**src/rtl/clock_divider_pkg.sv**
```systemverilog
`default_nettype none
// ============================================================================
//  Module      : clock_divider_pkg
//  Description : Shared types, helpers and elaboration checks for the
//                clock_divider_bank slice.
//                - cfg_field_t / div_cfg_t : width-independent config carrier
//                  (32-bit fields; any DIV_WIDTH up to 32 zero-extends in).
//                - cfg_valid()             : legality of a {divisor, high} pair.
//                - CDB_ELAB_CHECK          : generate-time parameter check.
//  Revision    : 1.0 - initial release
// ============================================================================

// Expands to a labelled generate-if that raises an elaboration error when
// COND is false. Use at module scope only.
`define CDB_ELAB_CHECK(LABEL, COND, MSG) \
  if (!(COND)) begin : LABEL \
    $error(MSG); \
  end

package clock_divider_pkg;

  // Config fields are carried at the widest supported DIV_WIDTH so the
  // helper below works for every instance without re-parameterisation.
  localparam int unsigned CFG_FIELD_W = 32;

  typedef logic [CFG_FIELD_W-1:0] cfg_field_t;

  typedef struct packed {
    cfg_field_t div;
    cfg_field_t high;
  } div_cfg_t;

  // A period must be at least 2 cycles and the output must spend at least
  // one cycle high and one cycle low in it.
  function automatic logic cfg_valid(input cfg_field_t div, input cfg_field_t high);
    return (div >= 32'd2) && (high >= 32'd1) && (high < div);
  endfunction

endpackage

`default_nettype wire

```
**src/rtl/clock_divider_channel.sv**
```systemverilog
`default_nettype none
// ============================================================================
//  Module      : clock_divider_channel
//  Description : One programmable divider channel. Holds the period counter,
//                the active {div, high} pair, a one-entry pending slot and the
//                registered output level / rising-edge pulse.
//  Ports       : clk_i, reset_i   - clock, synchronous active-high reset
//                enable_i          - run enable (level)
//                sync_i            - force a period start next cycle
//                load_i            - write load_div_i/load_high_i to pending
//                pending_o         - pending slot occupied
//                clk_o             - divided clock level (registered)
//                clk_en_o          - one-cycle pulse on first high cycle
//  Revision    : 1.0 - initial release
// ============================================================================
module clock_divider_channel
  import clock_divider_pkg::*;
#(
  parameter int DIV_WIDTH   = 16,
  parameter int DEFAULT_DIV = 2
) (
  input  logic                 clk_i,
  input  logic                 reset_i,
  input  logic                 enable_i,
  input  logic                 sync_i,
  input  logic                 load_i,
  input  logic [DIV_WIDTH-1:0] load_div_i,
  input  logic [DIV_WIDTH-1:0] load_high_i,
  output logic                 pending_o,
  output logic                 clk_o,
  output logic                 clk_en_o
);

  localparam logic [DIV_WIDTH-1:0] c_rst_div  = DIV_WIDTH'(DEFAULT_DIV);
  localparam logic [DIV_WIDTH-1:0] c_rst_high = DIV_WIDTH'(DEFAULT_DIV / 2);
  localparam logic [DIV_WIDTH-1:0] c_one      = DIV_WIDTH'(1);

  logic [DIV_WIDTH-1:0] div_q,   div_d;
  logic [DIV_WIDTH-1:0] high_q,  high_d;
  logic [DIV_WIDTH-1:0] pdiv_q,  pdiv_d;
  logic [DIV_WIDTH-1:0] phigh_q, phigh_d;
  logic                 pend_q,  pend_d;
  logic [DIV_WIDTH-1:0] cnt_q,   cnt_d;
  logic                 clk_q,   clk_d;
  logic                 en_q,    en_d;

  always_comb begin
    div_d   = div_q;
    high_d  = high_q;
    pdiv_d  = pdiv_q;
    phigh_d = phigh_q;
    pend_d  = pend_q;
    cnt_d   = cnt_q;
    clk_d   = 1'b0;
    en_d    = 1'b0;

    if (!enable_i) begin
      // Parked at the last count so re-enable lands on a fresh period start.
      cnt_d = div_q - c_one;
    end else begin
      // Sync and a natural wrap both just start a new period, so their
      // coincidence still yields exactly one Counter=0 cycle.
      if (sync_i || (cnt_q == div_q - c_one)) begin
        cnt_d = '0;
        if (pend_q) begin
          div_d  = pdiv_q;
          high_d = phigh_q;
          pend_d = 1'b0;
        end
      end else begin
        cnt_d = cnt_q + c_one;
      end
      // Outputs reflect the counter value that will be held next cycle,
      // using the config in force for that cycle.
      clk_d = (cnt_d < high_d);
      en_d  = (cnt_d == '0);
    end

    // The top only loads an empty slot, so this never races the boundary
    // clear above; a load on a boundary cycle waits for the next one.
    if (load_i) begin
      pdiv_d  = load_div_i;
      phigh_d = load_high_i;
      pend_d  = 1'b1;
    end
  end

  always_ff @(posedge clk_i) begin
    if (reset_i) begin
      div_q   <= c_rst_div;
      high_q  <= c_rst_high;
      pdiv_q  <= c_rst_div;
      phigh_q <= c_rst_high;
      pend_q  <= 1'b0;
      cnt_q   <= c_rst_div - c_one;
      clk_q   <= 1'b0;
      en_q    <= 1'b0;
    end else begin
      div_q   <= div_d;
      high_q  <= high_d;
      pdiv_q  <= pdiv_d;
      phigh_q <= phigh_d;
      pend_q  <= pend_d;
      cnt_q   <= cnt_d;
      clk_q   <= clk_d;
      en_q    <= en_d;
    end
  end

  assign pending_o = pend_q;
  assign clk_o     = clk_q;
  assign clk_en_o  = en_q;

endmodule

`default_nettype wire

```
**src/rtl/clock_divider_bank.sv**
```systemverilog
`default_nettype none
// ============================================================================
//  Module      : clock_divider_bank
//  Description : Multi-channel runtime-programmable integer clock divider.
//                Decodes the config handshake, reports rejected requests and
//                fans out to CHANNELS independent divider channels.
//  Ports       : clk_i, reset_i          - clock, synchronous active-high reset
//                channel_enable_i        - per-channel run enable
//                sync_i                  - realign all enabled channels
//                cfg_valid_i/cfg_ready_o - config handshake
//                cfg_channel_i           - target channel
//                cfg_divisor_i           - period N (Clk cycles)
//                cfg_high_i              - high time H (Clk cycles)
//                cfg_error_o             - one-cycle pulse, request rejected
//                clk_output_o            - divided clock levels
//                clk_enable_output_o     - per-period enable pulses
//  Revision    : 1.0 - initial release
// ============================================================================
module clock_divider_bank
  import clock_divider_pkg::*;
#(
  parameter  int CHANNELS    = 4,
  parameter  int DIV_WIDTH   = 16,
  parameter  int DEFAULT_DIV = 2,
  localparam int CH_W        = (CHANNELS > 1) ? $clog2(CHANNELS) : 1
) (
  input  logic                 clk_i,
  input  logic                 reset_i,
  input  logic [CHANNELS-1:0]  channel_enable_i,
  input  logic                 sync_i,
  input  logic                 cfg_valid_i,
  output logic                 cfg_ready_o,
  input  logic [CH_W-1:0]      cfg_channel_i,
  input  logic [DIV_WIDTH-1:0] cfg_divisor_i,
  input  logic [DIV_WIDTH-1:0] cfg_high_i,
  output logic                 cfg_error_o,
  output logic [CHANNELS-1:0]  clk_output_o,
  output logic [CHANNELS-1:0]  clk_enable_output_o
);

  `CDB_ELAB_CHECK(g_chk_channels, (CHANNELS >= 1) && (CHANNELS <= 32),
                  "clock_divider_bank: CHANNELS must be in 1..32")
  `CDB_ELAB_CHECK(g_chk_width, (DIV_WIDTH >= 2) && (DIV_WIDTH <= 32),
                  "clock_divider_bank: DIV_WIDTH must be in 2..32")
  `CDB_ELAB_CHECK(g_chk_div_min, DEFAULT_DIV >= 2,
                  "clock_divider_bank: DEFAULT_DIV must be >= 2")
  `CDB_ELAB_CHECK(g_chk_div_max, 64'(DEFAULT_DIV) <= ((64'd1 << DIV_WIDTH) - 64'd1),
                  "clock_divider_bank: DEFAULT_DIV exceeds 2^DIV_WIDTH-1")

  // Every encodable channel index gets a slot; indices beyond CHANNELS read
  // as "free" so an out-of-range request is consumed and then rejected.
  localparam int c_slots = 2 ** CH_W;

  logic [CHANNELS-1:0] pending;
  logic [c_slots-1:0]  pend_ext;
  div_cfg_t            req;
  logic                req_accept;
  logic                req_in_range;
  logic                req_good;
  logic                cfg_error_q, cfg_error_d;

  assign pend_ext    = c_slots'(pending);
  assign cfg_ready_o = ~pend_ext[cfg_channel_i];

  assign req.div      = cfg_field_t'(cfg_divisor_i);
  assign req.high     = cfg_field_t'(cfg_high_i);
  assign req_accept   = cfg_valid_i & cfg_ready_o;
  assign req_in_range = (cfg_field_t'(cfg_channel_i) < cfg_field_t'(CHANNELS));
  assign req_good     = req_accept & req_in_range & cfg_valid(req.div, req.high);
  assign cfg_error_d  = req_accept & ~req_good;

  always_ff @(posedge clk_i) begin
    if (reset_i) begin
      cfg_error_q <= 1'b0;
    end else begin
      cfg_error_q <= cfg_error_d;
    end
  end

  assign cfg_error_o = cfg_error_q;

  for (genvar gi = 0; gi < CHANNELS; gi++) begin : g_ch
    logic load;

    assign load = req_good & (cfg_channel_i == CH_W'(gi));

    clock_divider_channel #(
      .DIV_WIDTH   (DIV_WIDTH),
      .DEFAULT_DIV (DEFAULT_DIV)
    ) u_chan (
      .clk_i       (clk_i),
      .reset_i     (reset_i),
      .enable_i    (channel_enable_i[gi]),
      .sync_i      (sync_i),
      .load_i      (load),
      .load_div_i  (cfg_divisor_i),
      .load_high_i (cfg_high_i),
      .pending_o   (pending[gi]),
      .clk_o       (clk_output_o[gi]),
      .clk_en_o    (clk_enable_output_o[gi])
    );
  end

endmodule

`default_nettype wire

```
**config.mk**
```make
export PLATFORM = sky130hd
export DESIGN_NAME = clock_divider_bank
export DESIGN_NICKNAME = d
export VERILOG_FILES = /design/src/rtl/clock_divider_pkg.sv /design/src/rtl/clock_divider_channel.sv /design/src/rtl/clock_divider_bank.sv
export SDC_FILE = /design/constraint.sdc
export NUM_CORES = 1
export LEC_CHECK = 0
export CORE_MARGIN = 3
export CORE_UTILIZATION = 60
export CTS_BUF_LIST = sky130_fd_sc_hd__clkbuf_8
export CTS_CLUSTER_DIAMETER = 100
export CTS_CLUSTER_SIZE = 25
export DETAILED_ROUTE_END_ITERATION = 6
export PLACE_DENSITY = 0.87
export SETUP_SLACK_MARGIN = 0.3
export SLEW_MARGIN = 20
export SYNTH_ARGS = -nofsm -noshare
export SYNTH_HDL_FRONTEND = slang
export SYNTH_SLANG_ARGS = --single-unit
```
**constraint.sdc**
```tcl
create_clock -name clk_i -period 7.6 [get_ports clk_i]
set_input_delay 1.52 -clock clk_i [delete_from_list [all_inputs] [get_ports clk_i]]
set_output_delay 1.52 -clock clk_i [all_outputs]
set_load 0.01 [all_outputs]
```
==> impl_metrics.yaml <==
sta:
  hold_viol: 0
  final.setup.tns_ps: 0
  skew_ps: 26.0
  tightest_slew_ps: 1090
  setup_viol: 0
  fmax_ghz: 0.171
  timing.final.crit_share: 0.770
  rsz0062_at_grt: "no"
  fin_crit_ps: 5850
  slew_viol_final: 0
  slew-limit-headroom: 0.271
synth:
  synthArstFlopShare: 0
  ys_ff_latch: 333
  synth_compound_area_frac: 0.113
  syn_avg_cell_area_um2: 8.78
  yosysTopAreaCell: "dfxtp_1"
  synth.top_cells.by_count: "dfxtp_1 (333), nor2_1 (312), mux2i_1 (283)"
  syn_nets: 2342
  synth_top_family_by_area: "simple AND/OR/NAND/NOR gates"
  yosysSeqAreaShare: 0.342
  synth_edf_count: 0
  synth_area_um2: 19500
  synth.most_common_cell: "dfxtp_1"
  synthAdderAreaFrac: 0.0534
  ys_types: 86
  synth-xor-area-share: 0.0843
  ys_warn_count: 0
  netlist.area_leader.share: 0.342
  synthSimpleGateAreaFrac: 0.207
  synth_mux_area_frac: 0.148
  yosys-top-cells-area: "dfxtp_1 (34%), mux2i_1 (15%), nor2_1 (6.0%)"
  syn-instance-count: 2217
  synth_ff_type: "dfxtp_1"
clock_tree:
  cts_setup_buffers: 0
  clkTransAtPathRegs_ps: 150
  clock_sinks: 333
  clockBufferDepth: 3
  insertion_delay_ps: 590
  htree_levels: 1
  tritoncts: "yes"
  clock-root-buffer: "clkbuf_8"
  cts_made_buffers: 17
  holdBufCountCts: 0
  cts_resized: 0
pwr:
  p_seq_frac: 0.602
  total_power_mw: 3.02
  p_sw_frac: 0.275
  p_leak_nw: 7.95
  peakVddDrop_v: 0.000122
  p_sw_uw: 829
  clock_power_share: 0.264
  p_comb_frac: 0.134
  power.density_nw_per_um2: 150
  p_int_mw: 2.19
route:
  via_per_inst: 6.28
  drc: 0
  drtPass1Iterations: 6
  drt-initial-drc-count: 1916
  vias: 16108
  wl_mm: 50.3
  wl_per_cell_um: 19.6
  ant_nets: 0
floorplan:
  dieArea_um2: 34600
  start_util: 0.612
  die_height_um: 186
  ios: 52
  die_w_um: 186
  rows: 65
  core_um2: 31800
worst_setup_path:
  cpLargestDelayFamily: "simple AND/OR/NAND/NOR gates"
  cp.required_ps: 8110
  timing.rr.start: "g_ch[1].u_chan.div_q[0]"
  cp-start-kind: "flop"
  cp_cell_sequence: "inv_1 > ha_1 > nor3b_1 > nand3_1 > xnor3_1 > or3_1 > nor4b_1 > a41o_1 > buf_4 > nor2_1 > ha_1 > a21o_1 > a21o_1 > a21oi_1 > o21ai_0 > a2111oi_0 > nand3_1 > o211ai_1"
  r2r_setup_slack_ps: 1750
  cp.arrival_ps: 6370
  critPathBufInv: 2
  critPathMaxFanout: 51
  reg2regPathDepth: 18
  critical_path.max_stage_delay_ps: 750
  end_kind: "flop"
  cp_slowest_cell: "a2111oi_0"
  worstSetupPathType: "flop to flop"
  r2r-end: "g_ch[1].u_chan.clk_o"
global_route:
  grt_max_degree: 193
  first_global_vias: 15190
  antenna_found_initial: 1
  groute.usage.overall: 0.285
  grt_first_pass_wirelength_mm: 80.1
  overflow: 0
cells_and_area:
  syn_to_final_growth_pct: 3.59
  nets: 2251
  final_core_util: 0.634
  drive_gt1_frac: 0.0367
outcome:
  outcome: "complete, no violations"
placement:
  globalplace.congestion: 0.985
  dp_hpwl_mm: 35.9
  io_buffers: 51
hold_path:
  hold_class: "flop to flop"
  hold_end: "g_ch[1].u_chan.div_q[6]"
  min_from: "g_ch[1].u_chan.pdiv_q[6]"
  hold_depth: 2
flow_run:
  drv_cap: 0
kinds of logic after synthesis:
kind of cell,count (synthesis)
AO/OA/AOI/OAI,337
AND/OR/NAND/NOR,783
flip-flops,333
adder cells (fa/ha/maj),83
XOR/XNOR,170
multiplexers,286
buffers and inverters,225
layout by cell type (no fill, tap or decap), types with 13 or more instances in the layout:
cell type        count
o21a_1              16
nor3_1              39
mux2i_1            283
clkdlybuf4s50_1     50
a211o_1             15
o22ai_1             43
ha_1                83
nand2b_1            74
nor2b_1             21
or3_1               23
buf_4               14
xnor2_1             97
a21oi_1             82
nand4_1             59
or2_2               13
o21ai_0             62
clkbuf_8            18
nand3_1             56
a21o_1              23
and3_1              21
nor2_1             312
nand2_1             54
dfxtp_1            333
nor4_1              36
xor2_1              62
inv_1               48
state kept, by name, indices dropped and copies added (netlist names):
signal / cells
cfg_error_o: 1
g_ch.u_chan.clk_en_o: 4
g_ch.u_chan.clk_o: 4
g_ch.u_chan.cnt_q: 64
g_ch.u_chan.div_q: 64
g_ch.u_chan.high_q: 64
g_ch.u_chan.pdiv_q: 64
g_ch.u_chan.pending_o: 4
g_ch.u_chan.phigh_q: 64
worst register-to-register path, delay by kind of cell (launching register included):
kind,cells,cell delay (ps)
buf+inv,2,570
fa+ha+maj,2,600
compound gates,7,1830
flops,1,400
simple gates,6,2160
xor+xnor,1,220
routing by layer:
layer / vias to the layer above / part of all wire / wire, µm / GRT usage
met5: - / 0 / 0 / 0
met4: 0 / 0.037 / 1880 / 0.101
met3: 122 / 0.070 / 3540 / 0.0289
met2: 604 / 0.45 / 22700 / 0.461
met1: 7721 / 0.44 / 22100 / 0.399
li1: 7661 / - / - / -
worst max path at each step:
stage	depth (start not counted)	endpoint	slack, ps	startpoint
after floorplan	20	g_ch[1].u_chan.clk_o	2810	g_ch[1].u_chan.div_q[0]
after global placement	19	g_ch[3].u_chan.clk_o	2230	g_ch[3].u_chan.div_q[0]
after detailed placement	18	g_ch[1].u_chan.clk_o	1930	g_ch[1].u_chan.div_q[0]
after CTS	18	g_ch[1].u_chan.clk_o	1900	g_ch[1].u_chan.div_q[0]
after global routing	18	g_ch[1].u_chan.clk_o	1250	g_ch[1].u_chan.div_q[0]
final	18	g_ch[1].u_chan.clk_o	1750	g_ch[1].u_chan.div_q[0]
layout make-up:
class / count / area [µm²]
flip-flops and latches: 333 / 6670
multi-input cells: 1659 / 11800
well taps: 435 / 544
diodes: 1 / 2.50
clock inverters: 3 / 53.8
clock buffers: 17 / 234
inverters: 49 / 184
repair buffers: 66 / 639
fillers: 2607 / 11600
stage by stage:
stage	hold slack [ps]	instance area [µm²]	cells	setup WS, ps
after floorplan	446	19500	2217	2810
after global placement	451	19900	2542	2230
after detailed placement	459	19900	2542	1930
after CTS	479	20200	2562	1900
after global routing	506	20200	2563	1250
final	478	20200	2563	1750
power groups by stage:
stage | Combinational, mW | Clock (mW) | Sequential, mW
2_1_floorplan | 0.283 | 0 | 1.84
3_3_place_gp | 0.385 | 0 | 1.85
3_5_place_dp | 0.396 | 0 | 1.85
4_1_cts | 0.398 | 0.805 | 1.81
5_1_grt | 0.438 | 0.861 | 1.82
6_report | 0.404 | 0.795 | 1.82
Power figures use the tool's default switching activity.
